--- config.mk ---
export PLATFORM = sky130hd
export DESIGN_NAME = siso_phase_sequencer
export DESIGN_NICKNAME = d
export VERILOG_FILES = /design/src/rtl/siso_phase_sequencer.sv
export SDC_FILE = /design/constraint.sdc
export NUM_CORES = 1
export LEC_CHECK = 0
export ABC_AREA = 1
export ABC_CLOCK_PERIOD_IN_PS = 1310
export BUFFER_PORTS_ARGS = -buffer_cell sky130_fd_sc_hd__buf_2
export CORE_MARGIN = 2
export CORE_UTILIZATION = 48
export CTS_BUF_LIST = sky130_fd_sc_hd__clkbuf_16
export CTS_CLUSTER_SIZE = 16
export DETAILED_ROUTE_END_ITERATION = 7
export GPL_TIMING_DRIVEN = 0
export PLACE_DENSITY_LB_ADDON = 0.1
export SLEW_MARGIN = 5
export SYNTH_ARGS = -nofsm -noshare
export SYNTH_HDL_FRONTEND = slang
export SYNTH_SLANG_ARGS = --single-unit
--- constraint.sdc ---
create_clock -name clk -period 1.31 [get_ports clk]
set_input_delay 0.262 -clock clk [delete_from_list [all_inputs] [get_ports clk]]
set_output_delay 0.262 -clock clk [all_outputs]
set_load 0.005 [all_outputs]
--- src/rtl/siso_phase_sequencer.sv ---
// -----------------------------------------------------------------------------
// siso_phase_sequencer
//
// Drives a latch-based SISO shift chain (slice, 4x4 or 4x4x4 tranche). One
// nibble is accepted per valid/ready handshake and held on siso_in. The chain
// is then advanced by one nibble with four sequential, non-overlapping latch
// pulses (latch[0] first, latch[3] last), each surrounded by idle gaps. The
// chain output is captured after the last gap. A saturating fill counter makes
// sure out_valid is only raised once real data has reached the chain output.
//
// Sequence after acceptance:
//   GAP(0) PULSE(0) GAP(1) PULSE(1) GAP(2) PULSE(2) GAP(3) PULSE(3) GAP(4) DONE
//   busy length = 5*GAP_CYC + 4*PULSE_CYC + 1 cycles
//
// Parameters:
//   PULSE_CYC  cycles each latch pulse is active (1..15)
//   GAP_CYC    idle cycles before each pulse and after the last (1..15)
//   DEPTH      shift operations for an accepted nibble to reach siso_out (1..255)
//
// Ports:
//   clk        clock, rising edge
//   rst_n      asynchronous active-low reset
//   in_valid   nibble offered
//   in_data    nibble to shift in
//   in_ready   sequencer idle, can accept
//   out_valid  one-cycle strobe, out_data holds real data
//   out_data   nibble captured from the chain
//   siso_in    registered chain data input
//   siso_out   chain data output
//   latch      chain pass/keep pulses, each bit a flop output
//   busy       shift sequence in progress (!in_ready)
//
// Build option:
//   SISO_LATCH_INVERT_EN  when defined, latch idles high and pulses low
//                         (reset value 4'b1111); timing is unchanged.
// -----------------------------------------------------------------------------
module siso_phase_sequencer #(
    parameter int PULSE_CYC = 1,
    parameter int GAP_CYC   = 1,
    parameter int DEPTH     = 3
) (
    input  logic       clk,
    input  logic       rst_n,
    input  logic       in_valid,
    input  logic [3:0] in_data,
    output logic       in_ready,
    output logic       out_valid,
    output logic [3:0] out_data,
    output logic [3:0] siso_in,
    input  logic [3:0] siso_out,
    output logic [3:0] latch,
    output logic       busy
);

    localparam int FILL_W = $clog2(DEPTH + 1);
    localparam logic [FILL_W-1:0] FILL_MAX   = FILL_W'(DEPTH);
    localparam logic [3:0]        GAP_LOAD   = 4'(GAP_CYC - 1);
    localparam logic [3:0]        PULSE_LOAD = 4'(PULSE_CYC - 1);
    localparam logic [2:0]        LAST_GAP   = 3'd4;

`ifdef SISO_LATCH_INVERT_EN
    localparam logic [3:0] LATCH_IDLE = 4'b1111;
`else
    localparam logic [3:0] LATCH_IDLE = 4'b0000;
`endif

    typedef enum logic [1:0] {
        ST_IDLE,
        ST_GAP,
        ST_PULSE,
        ST_DONE
    } state_t;

    state_t            state;
    state_t            state_nxt;
    logic [2:0]        phase;
    logic [2:0]        phase_nxt;
    logic [3:0]        timer;
    logic [3:0]        timer_nxt;
    logic [3:0]        latch_nxt;
    logic [FILL_W-1:0] fill;
    logic [FILL_W-1:0] fill_inc;
    logic              accept;
    logic              capture;

    assign in_ready = (state == ST_IDLE);
    assign busy     = ~in_ready;
    assign accept   = in_valid && in_ready;

    // Chain output is sampled on the edge that leaves the final gap.
    assign capture  = (state == ST_GAP) && (timer == 4'd0) && (phase == LAST_GAP);

    // Fill level never wraps; once the chain is full every op yields data.
    assign fill_inc = (fill == FILL_MAX) ? fill : fill + FILL_W'(1);

    always_comb begin
        state_nxt = state;
        phase_nxt = phase;
        timer_nxt = timer;
        case (state)
            ST_IDLE: begin
                if (accept) begin
                    state_nxt = ST_GAP;
                    phase_nxt = 3'd0;
                    timer_nxt = GAP_LOAD;
                end
            end
            ST_GAP: begin
                if (timer == 4'd0) begin
                    if (phase == LAST_GAP) begin
                        state_nxt = ST_DONE;
                    end else begin
                        state_nxt = ST_PULSE;
                        timer_nxt = PULSE_LOAD;
                    end
                end else begin
                    timer_nxt = timer - 4'd1;
                end
            end
            ST_PULSE: begin
                if (timer == 4'd0) begin
                    state_nxt = ST_GAP;
                    phase_nxt = phase + 3'd1;
                    timer_nxt = GAP_LOAD;
                end else begin
                    timer_nxt = timer - 4'd1;
                end
            end
            ST_DONE: begin
                state_nxt = ST_IDLE;
            end
            default: begin
                state_nxt = ST_IDLE;
            end
        endcase

        // Latch levels are decoded from the next state so each bit is a
        // plain flop output with no decode glitches on the chain.
        latch_nxt = LATCH_IDLE;
        if (state_nxt == ST_PULSE) begin
            latch_nxt = LATCH_IDLE ^ (4'b0001 << phase_nxt[1:0]);
        end
    end

    always_ff @(posedge clk or negedge rst_n) begin
        if (!rst_n) begin
            state     <= ST_IDLE;
            phase     <= 3'd0;
            timer     <= 4'd0;
            latch     <= LATCH_IDLE;
            fill      <= '0;
            out_valid <= 1'b0;
            out_data  <= 4'd0;
            siso_in   <= 4'd0;
        end else begin
            state     <= state_nxt;
            phase     <= phase_nxt;
            timer     <= timer_nxt;
            latch     <= latch_nxt;
            out_valid <= capture && (fill_inc == FILL_MAX);
            if (accept) begin
                siso_in <= in_data;
            end
            if (capture) begin
                out_data <= siso_out;
                fill     <= fill_inc;
            end
        end
    end

endmodule

== Yosys cells after proc, flatten, opt, wreduce, memory -nomap -nowiden ==
Index checks and enable logic that the tools add are counted.

* Add/sub/neg operators: 3
* Multipliers: 0
* Div/mod/pow operators: 0
* $lt $le $gt $ge: 0
* Eq/ne operators: 10
* Shifts and indexed selects: 1
* Multiplexer cells: 15
* Bitwise gates (word level): 1
* Reductions and logical operators: 10

{| class="wikitable"
|+ Operator list
! kind !! count
|-
| $mux 4 || 5
|-
| $pmux 4 s3 || 1
|-
| $eq 2x2->1 const B || 5
|-
| $mux 2 || 4
|-
| $pmux 2 s4 || 1
|-
| $mux 3 || 2
|-
| $pmux 3 s2 || 1
|-
| $reduce_and 3->1 || 2
|-
| $logic_and 1x1->1 || 4
|-
| $logic_not 4->1 || 1
|-
| $shl 1x2->4 const A || 1
|-
| $sub 4x1->4 const B || 1
|-
| $add 3x1->3 const B || 1
|-
| $eq 3x3->1 const B || 1
|-
| $ne 3x3->1 const B || 1
|-
| $reduce_bool 3->1 || 1
|-
| $add 2x1->2 const B || 1
|-
| $eq 2x1->1 const B || 1
|-
| $logic_not 2->1 || 1
|-
| $ne 2x1->1 const B || 1
|-
| $ne 2x2->1 const B || 1
|-
| $reduce_bool 2->1 || 1
|-
| $mux 1 || 1
|-
| $not 1->1 || 1
|}

* Register bits: 24
* Latch bits: 0
* RAM bits: 0
* ROM bits: 0
* Bits of input ports: 11
* Output and inout bits: 15
* Logic and storage cells: 49
* Memories: 0

== Depth between registers and ports, before layout ==
Gate-level depths: netlist (run 1).

* Depth in word-level cells: 6
* Depth in mapped cells: 10
* Mapped depth without buffers: 10

== Worst setup path before layout (run 1) ==
Ideal clock, no wire load.

* Path kind: reg2reg
* Start: register state[0]
* End: register latch[1]
* Setup time: 115 ps
* Data arrival time: 1317 ps
* Required time: 1195 ps
* Setup slack: -123 ps
* Cell stages (with the launch flop): 11
* Path buffers: 0
* Clock period less this slack: 1433 ps
* Path through: dfrtp_1 > inv_1 > ha_1 > inv_1 > nor2_4 > nor2_1 > nand3_1 > nand2_1 > inv_1 > nand2_1 > nor2_1

* Word-level cells in the longest chain between the ends: 6
* Elaborated cells between the ends (all ways): 14
* Classes of those cells: 4 x eq/ne; 1 x shift; 7 x mux; 2 x reduce/logical

{| class="wikitable"
|+ Ends and longest elaborated chain
! what !! line !! source
|-
| start, declared || 74 || <nowiki>state_t state;</nowiki>
|-
| start signal, assigned || 156 || <nowiki>state <= state_nxt;</nowiki>
|-
| $logic_not 2->1 (*) || 86 || <nowiki>assign in_ready = (state == ST_IDLE);</nowiki>
|-
| net in_ready || 46 || <nowiki>output logic in_ready,</nowiki>
|-
| $logic_and 1x1->1 || 88 || <nowiki>assign accept = in_valid && in_ready;</nowiki>
|-
| $mux 3 || 102 || <nowiki>if (accept) begin</nowiki>
|-
| $pmux 3 s2 (*) || 100 || <nowiki>case (state)</nowiki>
|-
| net phase_nxt[0] || 77 || <nowiki>logic [2:0] phase_nxt;</nowiki>
|-
| $shl 1x2->4 (*) || 141 || <nowiki>latch_nxt = LATCH_IDLE ^ (4'b0001 << phase_nxt[1:0]);</nowiki>
|-
| $mux 4 (*) || 140 || <nowiki>if (state_nxt == ST_PULSE) begin</nowiki>
|-
| net latch_nxt[1] || 80 || <nowiki>logic [3:0] latch_nxt;</nowiki>
|-
| end signal, assigned || 159 || <nowiki>latch <= latch_nxt;</nowiki>
|-
| end, declared || 51 || <nowiki>output logic [3:0] latch,</nowiki>
|}

Mark *: on every way through the listed nets, which the timed path passes. The rest lies on a longest branch. The select of a mux whose other input is x is not followed.
A chain may end at the register's enable or synchronous reset.

== Final worst setup path (run 1) ==
* Start: register state[0]
* End: output port busy

* Word-level cells in the longest chain between the ends: 2

{| class="wikitable"
|+ Ends and longest elaborated chain
! what !! line !! source
|-
| $logic_not 2->1 || 86 ||
|-
| $not 1->1 || 87 || <nowiki>assign busy = ~in_ready;</nowiki>
|-
| end, declared || 52 || <nowiki>output logic busy</nowiki>
|}

No other way between the ends.

==> flow_metrics.env, run 1 <==
export IMPL_r2r_slack_ns=-0.12
export IMPL_synth_area_mm2=0.00123
export IMPL_synth_top_area_share_pct=48.9
export IMPL_ant_nets=0
export IMPL_dieHeight_um=54.6
export IMPL_wl_per_cell_um=12.8
export IMPL_grt_overflow=0
export IMPL_status="finished, violations left"
export IMPL_fin_crit_sh_pct=110
export IMPL_synthTopCellsByArea="dfrtp_1 49%, nand2_1 10%, ha_1 9.2%"
export IMPL_synth_seq_cells=24
export IMPL_hold_viol=0
export IMPL_synth_cell_types=22
export IMPL_synth_top_cell_by_area="dfrtp_1"
export IMPL_synth_ff_type="dfrtp_1"
export IMPL_drt_first_iter_violations=13
export IMPL_worstPathArrival_ns=1.18
export IMPL_synth_enable_flop_cells=0
export IMPL_slew_headroom_pct=65.5
export IMPL_hpwl_um=1670
export IMPL_drc_errors=0
export IMPL_antenna_found_initial=0
export IMPL_gp_congestion=0.865
export IMPL_p_leak_nw=0.881
export IMPL_critPathLaunch="state[0]$_DFF_PN0_"
export IMPL_final_critical_path_setup_slack_ns=-0.130
export IMPL_power_density_mw_per_mm2=2200
export IMPL_min_to="out_data[0]$_DFFE_PN0P_"
export IMPL_critPathCaptureType="primary output"
export IMPL_clock_skew_ns=0.00469
export IMPL_startpoint_type="register"
export IMPL_hp_class="in -> reg"
export IMPL_core_mm2=0.00245
export IMPL_grt_pass1_wl_um=3890
export IMPL_synth_nets=156
export IMPL_grt_pass1_vias=960
export IMPL_crit_required_ns=1.05
export IMPL_violations="negative setup slack"
export IMPL_maxCapViolations=0
export IMPL_min_from="siso_out[0]"
export IMPL_ctsLongestPathBuffers=2
export IMPL_syn_avg_cell_area_um2=9.03
export IMPL_r2r_end="latch[0]$_DFF_PN0_"
export IMPL_vias=1032
export IMPL_diodes=0
export IMPL_cts_max_level=1
export IMPL_hold_path_depth=3
export IMPL_fp_dieW_um=54.6
export IMPL_fin_crit_ns=1.44
export IMPL_reg2reg_from="state[0]$_DFF_PN0_"
export IMPL_syn_inst=136
export IMPL_synthTopCellsByCount="33 x nand2_1, 24 x dfrtp_1, 19 x inv_1"
export IMPL_cts_root_buf="clkbuf_16"
export IMPL_setup_violations=17
export IMPL_cts_tree="done"
export IMPL_slew_viol_final=0
export IMPL_row_count=18
export IMPL_port_buffers=25
export IMPL_area_delta_synth_final_pct=47.7
export IMPL_grt_max_degree=25
export IMPL_dp_cells=191
export IMPL_clkSinkCount=24
export IMPL_vias_per_cell=4.99
export IMPL_drive_above_1_share_pct=54.8
export IMPL_clock_latency_ns=0.25
export IMPL_fin_cells=207
export IMPL_initial_core_util_pct=50.1
export IMPL_worst_path_max_fanout=5
export IMPL_fmax_mhz=694
export IMPL_wl_um=2650
export IMPL_io_pins=26
export IMPL_finalPower_w=0.00399
export IMPL_synthArstFlopShare_pct=100
export IMPL_track_usage_pct=18.3
export IMPL_cts_buffers=3
export IMPL_drt_pre_antenna_iters=4
export IMPL_die_area_mm2=0.00298
export IMPL_yosysSeqAreaShare_pct=48.9
export IMPL_tightest_slew_ns=0.518
export IMPL_rsz0062_at_grt="true"
export IMPL_worst_setup_path_type="reg -> out"
export IMPL_ir_drop_mv=1.57
export IMPL_yosysMostFrequentCell="nand2_1"
export IMPL_ff2ff_path_depth=8
export IMPL_clk_pin_slew_ns=0.06
export IMPL_nets=198
export IMPL_yosys_warnings=0
==> power by group <==
part / leakage, nW / switching, W / internal, W
combinational: 0.529 / 0.00110 / 0.000923
sequential: 0.301 / 0.000156 / 0.000966
clock: 0.0511 / 0.000248 / 0.000607
total: 0.881 / 0.00150 / 0.00250
==> flip-flops by register name (all words and copies together), names as in the netlist <==
register / flops
out_data: 4
latch: 4
siso_in: 4
timer: 4
fill: 2
out_valid: 1
state: 2
phase: 3
==> cells in the final DEF (no fill, tap or decap), types with 2 or more instances in the layout <==
master     count
o21ai_1        4
dfrtp_1       23
a21oi_2        2
nand3_1        3
nor2_4         3
nand2_4        3
buf_4          6
nand3_2        3
nor2_2         4
nor2_1        10
ha_1           2
inv_4          3
nand2_1       21
inv_1         10
nand2_2       13
clkbuf_16      3
a21oi_1        2
ha_4           6
inv_2          6
buf_2         23
mux2_2         4
o21ai_2        3
nor3_4         2
buf_6          7
==> worst max-delay path: stages, from the launching register on <==
cell and delay [ns]:
dfrtp_2 0.45, inv_4 0.12, ha_4 0.20, inv_4 0.05, buf_6 0.11
==> through the flow <==
step	hold WS [ns]	setup WS (ns)	cell area (um^2)	utilization, %	setup TNS (ns)
6_report	0.204	-0.130	1810	73.9	-1.40
4_1_cts	0.208	-0.100	1660	67.7	-1.10
5_1_grt	0.209	-0.207	1810	73.9	-2.45
3_5_place_dp	0.265	-0.192	1410	57.6	-2.42
2_1_floorplan	-0.0336	0.00604	1250	-	0
3_3_place_gp	0.258	-0.135	1410	57.6	-1.69
==> repair_timing <==
action,in CTS,in global routing
hold buffers,1,0
gates resized for setup,21,40
endpoints found under the hold margin,24,0
buffers inserted,10,1
endpoints found under the setup margin,25,26
pin swaps,15,10
==> metal layers <==
metal  track usage, %  routed length, um
met5                0                  0
met4             3.75                  8
met3             4.92                 85
met2             32.7               1420
met1             21.7               1130
==> worst max-delay path by stage <==
| stage | slack [ns] | cells past startpoint | endpoint |
|---|---|---|---|
| 6_report | -0.13 | 4 | busy |
| 5_1_grt | -0.21 | 10 | latch[1]$_DFF_PN0_ |
| 4_1_cts | -0.10 | 4 | busy |
| 3_5_place_dp | -0.19 | 7 | timer[2]$_DFFE_PN0P_ |
| 3_3_place_gp | -0.14 | 7 | timer[3]$_DFFE_PN0P_ |
| 2_1_floorplan | 0.006 | 7 | timer[2]$_DFFE_PN0P_ |
==> cells by family (layout without fill, tap and decap cells) <==
logic type,Yosys count,after routing,share of synthesized area [%]
buffers and inverters,20,61,6.11
multiplexers,4,4,3.67
AO/OA/AOI/OAI,13,13,6.42
AND/OR/NAND/NOR,65,65,25.1
adder cells (fa/ha/maj),9,9,9.17
flip-flops,24,24,48.9
XOR/XNOR,1,1,0.713
==> area by class of cell <==
| type | count | area [um^2] |
|---|---|---|
| inverter | 20 | 90.1 |
| multi-input combinational | 92 | 731 |
| timing repair buffer | 37 | 249 |
| tap | 30 | 37.5 |
| clock buffer | 3 | 75.1 |
| sequential | 24 | 602 |
| clock inverter | 1 | 30.0 |
| fill | 170 | 641 |
(Power assumes the default switching activity.)
==> inputs of run 2 (changes only) <==
==> constraint.sdc (replaced) <==
create_clock -name clk -period 1.31 [get_ports clk]
set_input_delay 0 -clock clk [delete_from_list [all_inputs] [get_ports clk]]
set_output_delay 0 -clock clk [all_outputs]
set_load 0.005 [all_outputs]
==> flow_metrics.env, run 2 (same netlist as run 1, synthesis figures left out) <==
export IMPL_status="finished, violations left"
export IMPL_violations="negative setup slack"
export IMPL_wl_met1_um=1090
export IMPL_track_usage_pct=19.1
export IMPL_power_density_mw_per_mm2=2100
export IMPL_row_count=18
export IMPL_worst_setup_path_type="reg -> reg"
export IMPL_fin_crit_ns=1.42
export IMPL_ir_drop_mv=1.55
export IMPL_post_place_ws_ns=-0.192
export IMPL_fin_worst_hold_slack_ns=0.170
export IMPL_antenna_found_initial=0
export IMPL_pwr_share_comb_pct=49.8
export IMPL_fillerInstances=161
export IMPL_clkSinkCount=24
export IMPL_hpwl_um=1670
export IMPL_ctsLongestPathBuffers=2
export IMPL_cts_buffers=3
export IMPL_grt_pass1_vias=1000
export IMPL_crit_required_ns=1.49
export IMPL_hp_class="in -> reg"
export IMPL_core_mm2=0.00245
export IMPL_port_buffers=25
export IMPL_gp_congestion=0.865
export IMPL_fin_crit_sh_pct=108
export IMPL_drt_first_iter_violations=8
export IMPL_worst_path_max_fanout=7
export IMPL_p_leak_nw=0.908
export IMPL_fp_dieW_um=54.6
export IMPL_clock_skew_ns=0.00337
export IMPL_tightest_slew_ns=0.522
export IMPL_grt_overflow=0
export IMPL_nets=206
export IMPL_final_cell_mix="25 x buf_2, 23 x nand2_1, 23 x dfrtp_1"
export IMPL_grt_max_degree=25
export IMPL_power_frac_clock_pct=21.7
export IMPL_wl_per_cell_um=12.4
export IMPL_vias_per_cell=4.94
export IMPL_finalPower_w=0.00393
export IMPL_clk_pin_slew_ns=0.06
export IMPL_area_delta_synth_final_pct=52.5
export IMPL_layout_commonest_cell="buf_2"
export IMPL_worstPathArrival_ns=1.60
export IMPL_p_sw_w=0.00147
export IMPL_clock_latency_ns=0.25
export IMPL_wl_um=2670
export IMPL_setup_violations=14
export IMPL_drc_errors=0
export IMPL_wl_met2_um=1410
export IMPL_drt_pre_antenna_iters=3
export IMPL_wl_met3_um=115
export IMPL_power_share_switching_pct=37.5
export IMPL_maxCapViolations=0
export IMPL_ant_nets=0
export IMPL_die_area_mm2=0.00298
export IMPL_sequentialPowerShare_pct=28.5
export IMPL_rsz0062_at_grt="true"
export IMPL_diodes=0
export IMPL_grt_pass1_wl_um=4060
export IMPL_cts_tree="done"
export IMPL_final_critical_path_setup_slack_ns=-0.106
export IMPL_p_int_w=0.00246
export IMPL_top_layer="met4"
export IMPL_drive_above_1_share_pct=51.4
export IMPL_startpoint_type="register"
export IMPL_io_pins=26
export IMPL_hold_viol=0
export IMPL_slew_viol_final=0
export IMPL_vias=1062
export IMPL_initial_core_util_pct=50.1
export IMPL_dieHeight_um=54.6
export IMPL_cts_root_buf="clkbuf_16"
export IMPL_critPathCaptureType="register"
export IMPL_fmax_mhz=706
export IMPL_cts_max_level=1
export IMPL_slew_headroom_pct=65.2
## run 2: changes by cell type in the layout (fill, tap and decap cells not counted), sizes merged
cell and change:
dlygate4sd3 +8
## run 2: metal layers
metal | GRT usage (%) | vias to the layer above
met3 | 4.92 | 6
met1 | 22.2 | 508
met4 | 3.75 | 0
met5 | 0 | -
li1 | - | 525
met2 | 34.9 | 23
## run 2: through the flow
stage	cells	cell area [um^2]	setup TNS [ns]	util, %
2_1_floorplan	136	1250	0	-
3_3_place_gp	191	1410	-1.69	57.6
3_5_place_dp	191	1410	-2.42	57.6
4_1_cts	214	1740	-0.957	71.0
5_1_grt	215	1870	-2.03	76.4
6_report	215	1870	-0.917	76.4
## run 2: timing repair
action	in CTS	in global routing
setup endpoints to repair	23	24
pin swaps	15	9
hold buffers	9	0
setup buffers	10	1
cloned	0	0
resized for setup	21	35
endpoints found under the hold margin	32	0
## run 2: layout make-up
type                       instances  area [um^2]  share of cell area [%]
inverter                          20         87.6                    4.67
timing repair buffer              45          317                    16.9
tap                               30         37.5                    2.00
clock inverter                     1         30.0                    1.60
clock buffer                       3         75.1                    4.01
multi-input combinational         92          726                    38.7
sequential                        24          602                    32.1
## run 2: path summary, 6_finish.rpt
kind                                         start                      end  slack, ns  cells past startpoint
setup / recovery                state[1]$_DFF_PN0_     timer[3]$_DFFE_PN0P_      -0.11                      7
hold / removal                            in_valid     phase[2]$_DFFE_PN0P_       0.17                      4
setup reg to reg                state[1]$_DFF_PN0_     timer[3]$_DFFE_PN0P_      -0.11                      7
hold reg to reg            out_data[3]$_DFFE_PN0P_  out_data[3]$_DFFE_PN0P_       0.47                      2
max in group asynchronous                    rst_n       state[0]$_DFF_PN0_       0.67                      2
min in group asynchronous                    rst_n  out_data[1]$_DFFE_PN0P_       0.26                      2
## run 2: worst max-delay path, stage by stage, from the launching register on
cell     delay, ns
dfrtp_1       0.41
buf_6         0.13
buf_4         0.13
ha_2          0.18
nor3_4        0.20
buf_6         0.15
nand3_1       0.07
o21ai_1       0.07
## run 2: power by group through the flow
stage | Clock [W] | Combinational, W | Sequential, W
after floorplan | 0 | 0.00100 | 0.00111
after detailed placement | 0 | 0.00139 | 0.00111
after global placement | 0 | 0.00135 | 0.00109
after CTS | 0.000871 | 0.00169 | 0.00109
final | 0.000853 | 0.00196 | 0.00112
after global routing | 0.000905 | 0.00219 | 0.00115
